<file path="config.mk">
export PLATFORM = sky130hd
export DESIGN_NAME = apo_router_param
export DESIGN_NICKNAME = d
export VERILOG_FILES = /design/src/rtl/apo_router_param.sv
export SDC_FILE = /design/constraint.sdc
export NUM_CORES = 1
export LEC_CHECK = 0
export ABC_AREA = 1
export ABC_CLOCK_PERIOD_IN_PS = 16900
export BUFFER_PORTS_ARGS = -buffer_cell sky130_fd_sc_hd__buf_2
export CORE_MARGIN = 5
export CORE_UTILIZATION = 45
export DETAILED_ROUTE_END_ITERATION = 10
export PLACE_DENSITY_LB_ADDON = 0.25
export SYNTH_ARGS = -nofsm -noshare
export SYNTH_HDL_FRONTEND = slang
export SYNTH_SLANG_ARGS = --single-unit
</file>
<file path="constraint.sdc">
create_clock -name clk -period 16.9 [get_ports clk]
set_clock_uncertainty 0.05 [all_clocks]
set_input_delay 0 -clock clk [delete_from_list [all_inputs] [get_ports clk]]
set_output_delay 0 -clock clk [all_outputs]
set_load 0.02 [all_outputs]
</file>
<file path="src/rtl/apo_router_param.sv">
// apo_router_param: buffered router node for the circulant NoC C(N; S1, S1+1).
// Five input FIFOs (local inject + four ring links) feed four registered ring
// outputs and one registered eject port through a round-robin, one-pop-per-cycle switch.
// Optional build macro: APO_ROUTER_STATS_EN adds stat_deliv / stat_drop counters.
module apo_router_param #(
    parameter int N         = 9,
    parameter int S1        = 2,
    parameter int KW        = $clog2(N) + 1,
    parameter int PAYLOAD_W = 8,
    parameter int DEPTH     = 4,
    parameter int PW        = 2 * KW + PAYLOAD_W
) (
    input  logic                 clk,
    input  logic                 rst,
    input  logic [KW-2:0]        router_name,
    input  logic [4:0]           in_valid,
    input  logic [5*PW-1:0]      in_data,
    output logic [4:0]           in_ready,
    output logic [3:0]           out_valid,
    output logic [4*PW-1:0]      out_data,
    input  logic [3:0]           out_ready,
    output logic                 ej_valid,
    output logic [PAYLOAD_W-1:0] ej_data,
    input  logic                 ej_ready
`ifdef APO_ROUTER_STATS_EN
    ,
    output logic [15:0]          stat_deliv,
    output logic [15:0]          stat_drop
`endif
);

    localparam int NI = 5;
    localparam int NO = 4;
    localparam int AW = $clog2(DEPTH);
    localparam int CW = AW + 1;

    // Output selectors; ring indices match the out_valid bit order.
    localparam logic [2:0] T_R1 = 3'd0;
    localparam logic [2:0] T_R2 = 3'd1;
    localparam logic [2:0] T_L1 = 3'd2;
    localparam logic [2:0] T_L2 = 3'd3;
    localparam logic [2:0] T_EJ = 3'd4;

    // Minimal-hop (r1, r2) decomposition of the distance from name to d.
    // r1 counts S1 hops, r2 counts S1+1 hops; negative means the L direction.
    function automatic logic [2*KW-1:0] local_route(input int d, input int name);
        int   k;
        int   alpha;
        int   beta;
        int   r1;
        int   r2;
        logic sgn;
        k   = (d >= name) ? d - name : name - d;
        sgn = (d <= name);
        if (k > N / 2) begin
            k   = N - k;
            sgn = ~sgn;
        end
        beta  = k % S1;
        alpha = k / S1 - beta;
        if (alpha >= beta - S1 && alpha <= S1) begin
            r1 = alpha;
            r2 = beta;
        end else if (alpha < beta - S1) begin
            r1 = alpha + S1 + 1;
            r2 = beta - S1;
        end else begin
            r1 = alpha - S1 - 1;
            r2 = beta + S1;
        end
        if (sgn) begin
            r1 = -r1;
            r2 = -r2;
        end
        return {r1[KW-1:0], r2[KW-1:0]};
    endfunction

    logic [NI-1:0] empty;
    logic [NI-1:0] pop;
    logic [NI-1:0] req;
    logic [NI-1:0] drop;
    logic [PW-1:0] next_pkt [NI];
    logic [2:0]    tgt [NI];
    logic [4:0]    tgt_free;

    logic [2:0]    rr_ptr_reg;
    logic          grant_valid;
    logic [2:0]    grant;
    logic [PW-1:0] win_pkt;
    logic [2:0]    win_tgt;
    logic          win_drop;
    logic          load;

    logic          ej_valid_reg;
    logic [PAYLOAD_W-1:0] ej_data_reg;

    genvar gi;

    // ------------------------------------------------------------------
    // Input FIFOs and per-head route decode
    // ------------------------------------------------------------------
    for (gi = 0; gi < NI; gi++) begin : g_in
        logic [PW-1:0] mem [DEPTH];
        logic [AW-1:0] wr_ptr_reg;
        logic [AW-1:0] rd_ptr_reg;
        logic [CW-1:0] count_reg;
        logic          push;
        logic          full;
        logic [PW-1:0] head;
        logic [KW-1:0] r1;
        logic [KW-1:0] r2;
        logic [KW-1:0] nr1;
        logic [KW-1:0] nr2;
        logic [2:0]    tgt_w;
        logic          drop_w;

        // A full FIFO refuses input even when it is popped the same cycle.
        assign full         = (count_reg == CW'(DEPTH));
        assign empty[gi]    = (count_reg == '0);
        assign in_ready[gi] = ~full;
        assign push         = in_valid[gi] & ~full;
        assign head         = mem[rd_ptr_reg];

        // FIFO storage write
        always_ff @(posedge clk) begin
            if (push) begin
                mem[wr_ptr_reg] <= in_data[gi*PW +: PW];
            end
        end

        // FIFO pointers and occupancy
        always_ff @(posedge clk) begin
            if (rst) begin
                wr_ptr_reg <= '0;
                rd_ptr_reg <= '0;
                count_reg  <= '0;
            end else begin
                if (push) begin
                    wr_ptr_reg <= wr_ptr_reg + AW'(1);
                end
                if (pop[gi]) begin
                    rd_ptr_reg <= rd_ptr_reg + AW'(1);
                end
                case ({push, pop[gi]})
                    2'b10:   count_reg <= count_reg + CW'(1);
                    2'b01:   count_reg <= count_reg - CW'(1);
                    default: count_reg <= count_reg;
                endcase
            end
        end

        // Head decode: route local packets, pick the output port, step the counters
        always_comb begin
            r1     = head[PW-1 -: KW];
            r2     = head[PW-KW-1 -: KW];
            drop_w = 1'b0;
            if (gi == 0) begin
                drop_w   = (int'(head[PW-KW-1 -: KW]) >= N);
                {r1, r2} = local_route(int'(head[PW-KW-1 -: KW]), int'(router_name));
            end
            nr1   = r1;
            nr2   = r2;
            tgt_w = T_EJ;
            if (r1 != '0) begin
                if (r1[KW-1]) begin
                    tgt_w = T_L1;
                    nr1   = r1 + KW'(1);
                end else begin
                    tgt_w = T_R1;
                    nr1   = r1 - KW'(1);
                end
            end else if (r2 != '0) begin
                if (r2[KW-1]) begin
                    tgt_w = T_L2;
                    nr2   = r2 + KW'(1);
                end else begin
                    tgt_w = T_R2;
                    nr2   = r2 - KW'(1);
                end
            end
        end

        assign drop[gi]     = drop_w;
        assign tgt[gi]      = tgt_w;
        assign next_pkt[gi] = {nr1, nr2, head[PAYLOAD_W-1:0]};
        // Dropped heads need no output register, so they never stall.
        assign req[gi]      = ~empty[gi] & (drop_w | tgt_free[tgt_w]);
        assign pop[gi]      = grant_valid & (grant == 3'(gi));
    end

    // An output register can take a packet if it is empty or draining this cycle.
    for (gi = 0; gi < NO; gi++) begin : g_free
        assign tgt_free[gi] = ~out_valid[gi] | out_ready[gi];
    end
    assign tgt_free[4] = ~ej_valid_reg | ej_ready;

    // ------------------------------------------------------------------
    // Round-robin arbitration and winner mux
    // ------------------------------------------------------------------

    // First requesting input at or after the pointer wins the single pop
    always_comb begin : arb
        int idx;
        grant_valid = 1'b0;
        grant       = '0;
        idx         = 0;
        for (int off = 0; off < NI; off++) begin
            idx = (int'(rr_ptr_reg) + off) % NI;
            if (!grant_valid && req[3'(idx)]) begin
                grant_valid = 1'b1;
                grant       = 3'(idx);
            end
        end
    end

    // Select the winning input's outgoing packet, target and drop flag
    always_comb begin
        win_pkt  = '0;
        win_tgt  = T_EJ;
        win_drop = 1'b0;
        for (int i = 0; i < NI; i++) begin
            if (grant == 3'(i)) begin
                win_pkt  = next_pkt[i];
                win_tgt  = tgt[i];
                win_drop = drop[i];
            end
        end
    end

    assign load = grant_valid & ~win_drop;

    // Pointer moves one past the winner; unchanged when nobody is granted
    always_ff @(posedge clk) begin
        if (rst) begin
            rr_ptr_reg <= '0;
        end else if (grant_valid) begin
            rr_ptr_reg <= (grant == 3'(NI - 1)) ? 3'd0 : grant + 3'd1;
        end
    end

    // ------------------------------------------------------------------
    // Output registers
    // ------------------------------------------------------------------
    for (gi = 0; gi < NO; gi++) begin : g_out
        logic          valid_reg;
        logic [PW-1:0] data_reg;

        // Hold valid/data until the handshake; a same-edge reload wins over the clear
        always_ff @(posedge clk) begin
            if (rst) begin
                valid_reg <= 1'b0;
                data_reg  <= '0;
            end else if (load && win_tgt == 3'(gi)) begin
                valid_reg <= 1'b1;
                data_reg  <= win_pkt;
            end else if (out_ready[gi]) begin
                valid_reg <= 1'b0;
            end
        end

        assign out_valid[gi]           = valid_reg;
        assign out_data[gi*PW +: PW]   = data_reg;
    end

    // Eject register: same hold/reload rule, payload only
    always_ff @(posedge clk) begin
        if (rst) begin
            ej_valid_reg <= 1'b0;
            ej_data_reg  <= '0;
        end else if (load && win_tgt == T_EJ) begin
            ej_valid_reg <= 1'b1;
            ej_data_reg  <= win_pkt[PAYLOAD_W-1:0];
        end else if (ej_ready) begin
            ej_valid_reg <= 1'b0;
        end
    end

    assign ej_valid = ej_valid_reg;
    assign ej_data  = ej_data_reg;

`ifdef APO_ROUTER_STATS_EN
    logic [15:0] stat_deliv_reg;
    logic [15:0] stat_drop_reg;

    // Saturating counters of eject handshakes and out-of-range drops
    always_ff @(posedge clk) begin
        if (rst) begin
            stat_deliv_reg <= '0;
            stat_drop_reg  <= '0;
        end else begin
            if (ej_valid_reg && ej_ready && stat_deliv_reg != 16'hFFFF) begin
                stat_deliv_reg <= stat_deliv_reg + 16'd1;
            end
            if (grant_valid && win_drop && stat_drop_reg != 16'hFFFF) begin
                stat_drop_reg <= stat_drop_reg + 16'd1;
            end
        end
    end

    assign stat_deliv = stat_deliv_reg;
    assign stat_drop  = stat_drop_reg;
`endif

endmodule

</file>
# Word level (Yosys, flattened, before mapping)
# Memories as Yosys holds them, arrays and structs flattened. A register that Yosys moved wholly into a read port is not among the register bits.
# Index checks and enable logic that the tools add are counted.
totals:
  rom_bits: 0
  ramBits: 360
  memories: 5
  register_bits: 123
  output_inout_bits: 90
  elab_cells: 355
  input_bits: 106
  latchBits: 0
mem_list:
  columns: ["memory", "depth", "width", "rd", "rd_ports_with_merged_regs", "wr", "line_no", "source"]
  rows:
  - ["g_in[0].mem", 4, 18, 1, 1, 1, "103", "logic [PW-1:0] mem [DEPTH];"]
  - ["g_in[1].mem", 4, 18, 1, 1, 1, "103", null]
  - ["g_in[2].mem", 4, 18, 1, 1, 1, "103", null]
  - ["g_in[3].mem", 4, 18, 1, 1, 1, "103", null]
  - ["g_in[4].mem", 4, 18, 1, 1, 1, "103", null]
classes:
  n_shift: 0
  mux: 140
  addsub: 58
  n_bitwise: 40
  reduce_logical: 41
  eq_ne: 23
  div_mod_pow: 5
  order_cmp: 17
  mul: 0
ops:
  columns: ["operator", "count"]
  rows:
  - ["5-bit two-way mux", 31]
  - ["32-bit by 4-bit modulo with 32-bit output (second input constant)", 4]
  - ["18-bit two-way mux", 5]
  - ["32-bit two-way mux", 2]
  - ["3-bit two-way mux", 21]
  - ["5-bit by 1-bit adder with 5-bit output (second input constant)", 10]
  - ["5-bit nonzero test", 10]
  - ["5-bit by 1-bit subtractor with 5-bit output (second input constant)", 10]
  - ["1-bit two-way mux", 46]
  - ["2-bit two-way mux", 20]
  - ["32-bit by 1-bit adder with 32-bit output", 1]
  - ["32-bit by 4-bit >= comparator with 1-bit output", 1]
  - ["32-bit by 4-bit > comparator with 1-bit output (second input constant)", 1]
  - ["32-bit by 3-bit <= comparator with 1-bit output (second input constant)", 1]
  - ["32-bit by 4-bit < comparator with 1-bit output", 1]
  - ["4-bit by 4-bit modulo with 32-bit output (second input constant)", 1]
  - ["32-bit by 2-bit subtractor with 32-bit output", 1]
  - ["5-bit by 32-bit subtractor with 32-bit output (first input constant)", 1]
  - ["1-bit binary-select mux with 3-bit select", 10]
  - ["3-bit case mux with 2 select lines", 5]
  - ["3-bit by 5-bit < comparator with 1-bit output (second input constant)", 5]
  - ["3-bit equality test (second input constant)", 7]
  - ["3-bit zero test", 7]
  - ["2-bit by 1-bit adder with 2-bit output (second input constant)", 10]
  - ["28 further kinds", 113]

# Depth between registers and ports, before layout
logic_depth:
  ltp_word: 45
  mapped_depth: 91
  ltp_nobuf: 85

# Worst setup path before layout
# Ideal clock, no wire load.
synth_timing:
  path_kind: "reg-to-reg"
  from: "register (tool-made name)"
  to: "register g_in[1].count_reg[2]"
  period_less_slack_ps: 10453
  t_required_ps: 16728
  t_arrival_ps: 10281
  setup_ps: 122
  path_stages_with_launch: 77
  n_path_buf: 5
  path_slack_ps: 6447
  cell_sequence: "dfxtp_1 buf_6 inv_6 clkbuf_1 nand2_1 a32oi_1 inv_1 ha_1 clkbuf_1 nand2_1 nand2_1 nor2_2 nand2_2 nor2_4 inv_4 o21ai_0 inv_1 nor2_1 [... 41 more ...] nand3_1 inv_1 nand2_1 nand3_1 ha_1 clkbuf_1 inv_1 nor2_4 buf_4 nand2_1 inv_1 ha_1 inv_1 fa_1 a21oi_1 o21ai_0 o21ai_0 a21oi_1"
synth_rtl:
  columns: ["element", "line_no", "source"]
  rows:
  - ["end signal, assigned", "145", "2'b10: count_reg <= count_reg + CW'(1);"]
  - ["end signal, assigned", "146", "2'b01: count_reg <= count_reg - CW'(1);"]
  - ["end signal, assigned", "147", "default: count_reg <= count_reg;"]
  - ["end, declared", "106", "logic [CW-1:0] count_reg;"]

==> key figures <==
Run status
  • Status: finished clean

Timing
  • TNS Setup: 0 ns
  • Fin crit share: 83.7%
  • Slew Limit Fails: 0
  • Final min period: 14.15 ns
  • Normalized max-slew margin: 24.1%
  • RSZ-0062 raised after global routing: no
  • Least-Margin Pin Slew: 1.14 ns
  • Final Hold Vio Count: 0
  • Final setup violation count: 0
  • Fmax: 0.0707 GHz

Worst hold path
  • Hold crit path type: input port to flip-flop

Final layout
  • Layout Utilization: 52.3%
  • Number of flip-flops in the largest register: 340
  • Register area: 0.0129 mm^2
  • Share of layout cells above drive strength 1: 12.1%
  • Layout fillers: 5509
  • Area of the multi-input gates: 0.0117 mm^2
  • Nets@finish: 3632
  • Area Growth Syn to Fin: 15.8%
  • Antenna cells: 0

GRT
  • Initial antenna violation count: 1
  • Largest net degree at the start of global routing: 90
  • GRT overflow: 0
  • Vias in the first global route: 19566
  • Total GRT Usage: 20.4%
  • First-pass GRT wire length: 105 mm

Run
  • # Max-Cap Violations: 0

Logic synthesis
  • Syn Area/Cell: 8.58 um^2
  • Dominant synthesized flop cell: edfxtp_1
  • Post-synth design cell area: 0.0266 mm^2
  • Synth async-reset ratio: 0%
  • Yosys warning total: 0
  • Count of state elements after synthesis: 473
  • Syn nets: 3363
  • Register area share after synthesis: 48.4%
  • Mapped Cells: 3096
  • Post-synth EDFFs: 340
  • Synth unique cells: 67

Floorplan
  • DIE WIDTH: 253 um
  • IO Count: 196
  • Core Area: 0.0588 mm^2
  • Starting density of the core: 45.2%
  • Die area: 0.0640 mm^2
  • Die Y: 253 um
  • Rows: 89

Placed design
  • Port bufs: 190
  • Gpl congestion: 0.910
  • Post-DP HPWL: 47.6 mm

CTS
  • Clock sinks: 473
  • CTS tree: built
  • CTS root buf: clkbuf_16
  • TritonCTS buffer count: 50
  • Max Root-Sink Buffers: 3
  • Clock slew at reported path FFs: 0.06 ns
  • Clock Latency Late Sink: 0.60 ns
  • CTS H-Tree Depth: 2

Routing
  • Vias per inst: 5.09
  • Drt wl/cell: 16.2 um
  • Remaining antenna violation count: 0
  • Vias: 21260
  • Drt initial violations: 1456
  • Drt total wl: 67.5 mm
  • DRC viols: 0
  • First-pass DRT Iterations: 5

Worst setup path
  • CP Capture Type: flip-flop
  • CP Data Arrival Time: 14.64 ns
  • WP data required: 17.39 ns
  • Critical-path maximum fanout: 29
  • Critical path class: flip-flop to flip-flop
  • Critical path's slowest cell: dfxtp_1
  • Crit path launch type: flip-flop
  • Crit-path most repeated cell: nand2_1
  • CP max stage delay: 1.03 ns
final timing paths:
kind                         start                     to  slack [ns]  cells after the start
max reg2reg              flip-flop     g_out[2].valid_reg        2.75                     73
min reg2reg  g_out[3].data_reg[17]  g_out[3].data_reg[17]        0.39                      2
min                     in_data[5]      g_in[0].mem[0][5]         0.1                      2
max                      flip-flop     g_out[2].valid_reg        2.75                     73
critical path, delay by kind of cell, from the launching register on:
family                     cells  cell delay (ns)
AOI/OAI and AO/OA              6             1.44
buffers and inverters         12             2.73
DFF                            1             1.03
and+or+nand+nor               48             6.46
adders and majority gates      7             2.33
stage by stage:
stage | setup WS (ns) | cells | cell area (um^2) | hold slack, ns
3_3_place_gp | 3.12 | 3987 | 28200 | 0.165
6_report | 2.75 | 4177 | 30800 | 0.0961
2_1_floorplan | 6.45 | 3096 | 26600 | 0.0489
5_1_grt | 1.23 | 4177 | 30800 | 0.101
4_1_cts | 2.71 | 4177 | 30800 | 0.0624
3_5_place_dp | 3.08 | 3987 | 28200 | 0.165
metal layers:
| metal | share of wire [%] | vias up | track usage, % |
|---|---|---|---|
| met5 | 0.010 | - | 0 |
| met4 | 2.8 | 2 | 5.92 |
| met3 | 5.4 | 103 | 3.21 |
| met2 | 46 | 500 | 33.3 |
| met1 | 46 | 9784 | 28.5 |
| li1 | - | 10871 | - |
area by class of cell:
class	count	area share, %
timing repair buffer	317	6.99
clock inverter	27	0.838
clock buffer	64	4.31
sequential	473	41.8
inverter	400	4.92
tap	773	3.14
multi-input combinational	2123	38.0
synthesized netlist by cell type, drive strengths merged, types with 37 or more instances:
master / count / share of area, %
inv: 394 / 5.6
ha: 143 / 6.7
a21oi: 191 / 3.8
nand3: 154 / 3.4
nand2: 731 / 11
xor2: 41 / 1.4
o22ai: 54 / 1.3
edfxtp: 340 / 38
clkbuf: 63 / 0.89
buf: 37 / 1.0
o21ai: 228 / 4.3
dfxtp: 133 / 10
nor2: 387 / 5.8
cell usage in the layout (no fill, tap or decap), types with 6 or more instances in the layout:
cell type	Yosys	final
nand2_4	8	8
a32oi_1	24	24
nor2_1	372	371
fa_1	18	18
clkbuf_1	63	13
nand3_1	136	136
clkinv_1	5	14
buf_2	15	190
o21ai_0	209	209
inv_2	26	27
dlygate4sd3_1	0	99
o21ai_1	17	17
nor2_2	7	8
nor2_4	6	6
clkinv_2	1	6
edfxtp_1	340	340
nand3b_1	7	7
o211ai_1	7	7
xnor2_1	17	17
o22ai_1	54	54
clkbuf_16	0	51
buf_4	11	28
inv_1	365	365
nor3_1	17	17
dfxtp_1	133	133
nand2_1	692	692
nand2_2	31	31
nand4_1	30	30
a32o_1	8	8
ha_1	143	143
a21oi_2	8	8
xor2_1	40	40
a31oi_1	6	6
nand3_2	13	13
a21oi_1	181	181
what timing repair did:
action | CTS | global route
hold buffers | 99 | 0
gates resized for setup | 0 | 0
endpoints found under the hold margin | 385 | 0
setup buffers | 0 | 0
cell families (layout without fill, tap and decap cells):
logic type                 count (synthesis)  after routing  synth area share (%)
and+or+nand+nor                         1354           1354                  22.1
AOI/OAI and AO/OA                        548            548                  11.7
buffers and inverters                    500            808                  7.60
DFF                                      473            473                  48.4
adders and majority gates                161            161                  8.09
xor gates and xnor gates                  59             59                  2.04
muxes                                      1              1                0.0377
Power is left out: the tool's default activity adds up to more than one toggle a clock period on the data nets, which glitch-free logic cannot reach.
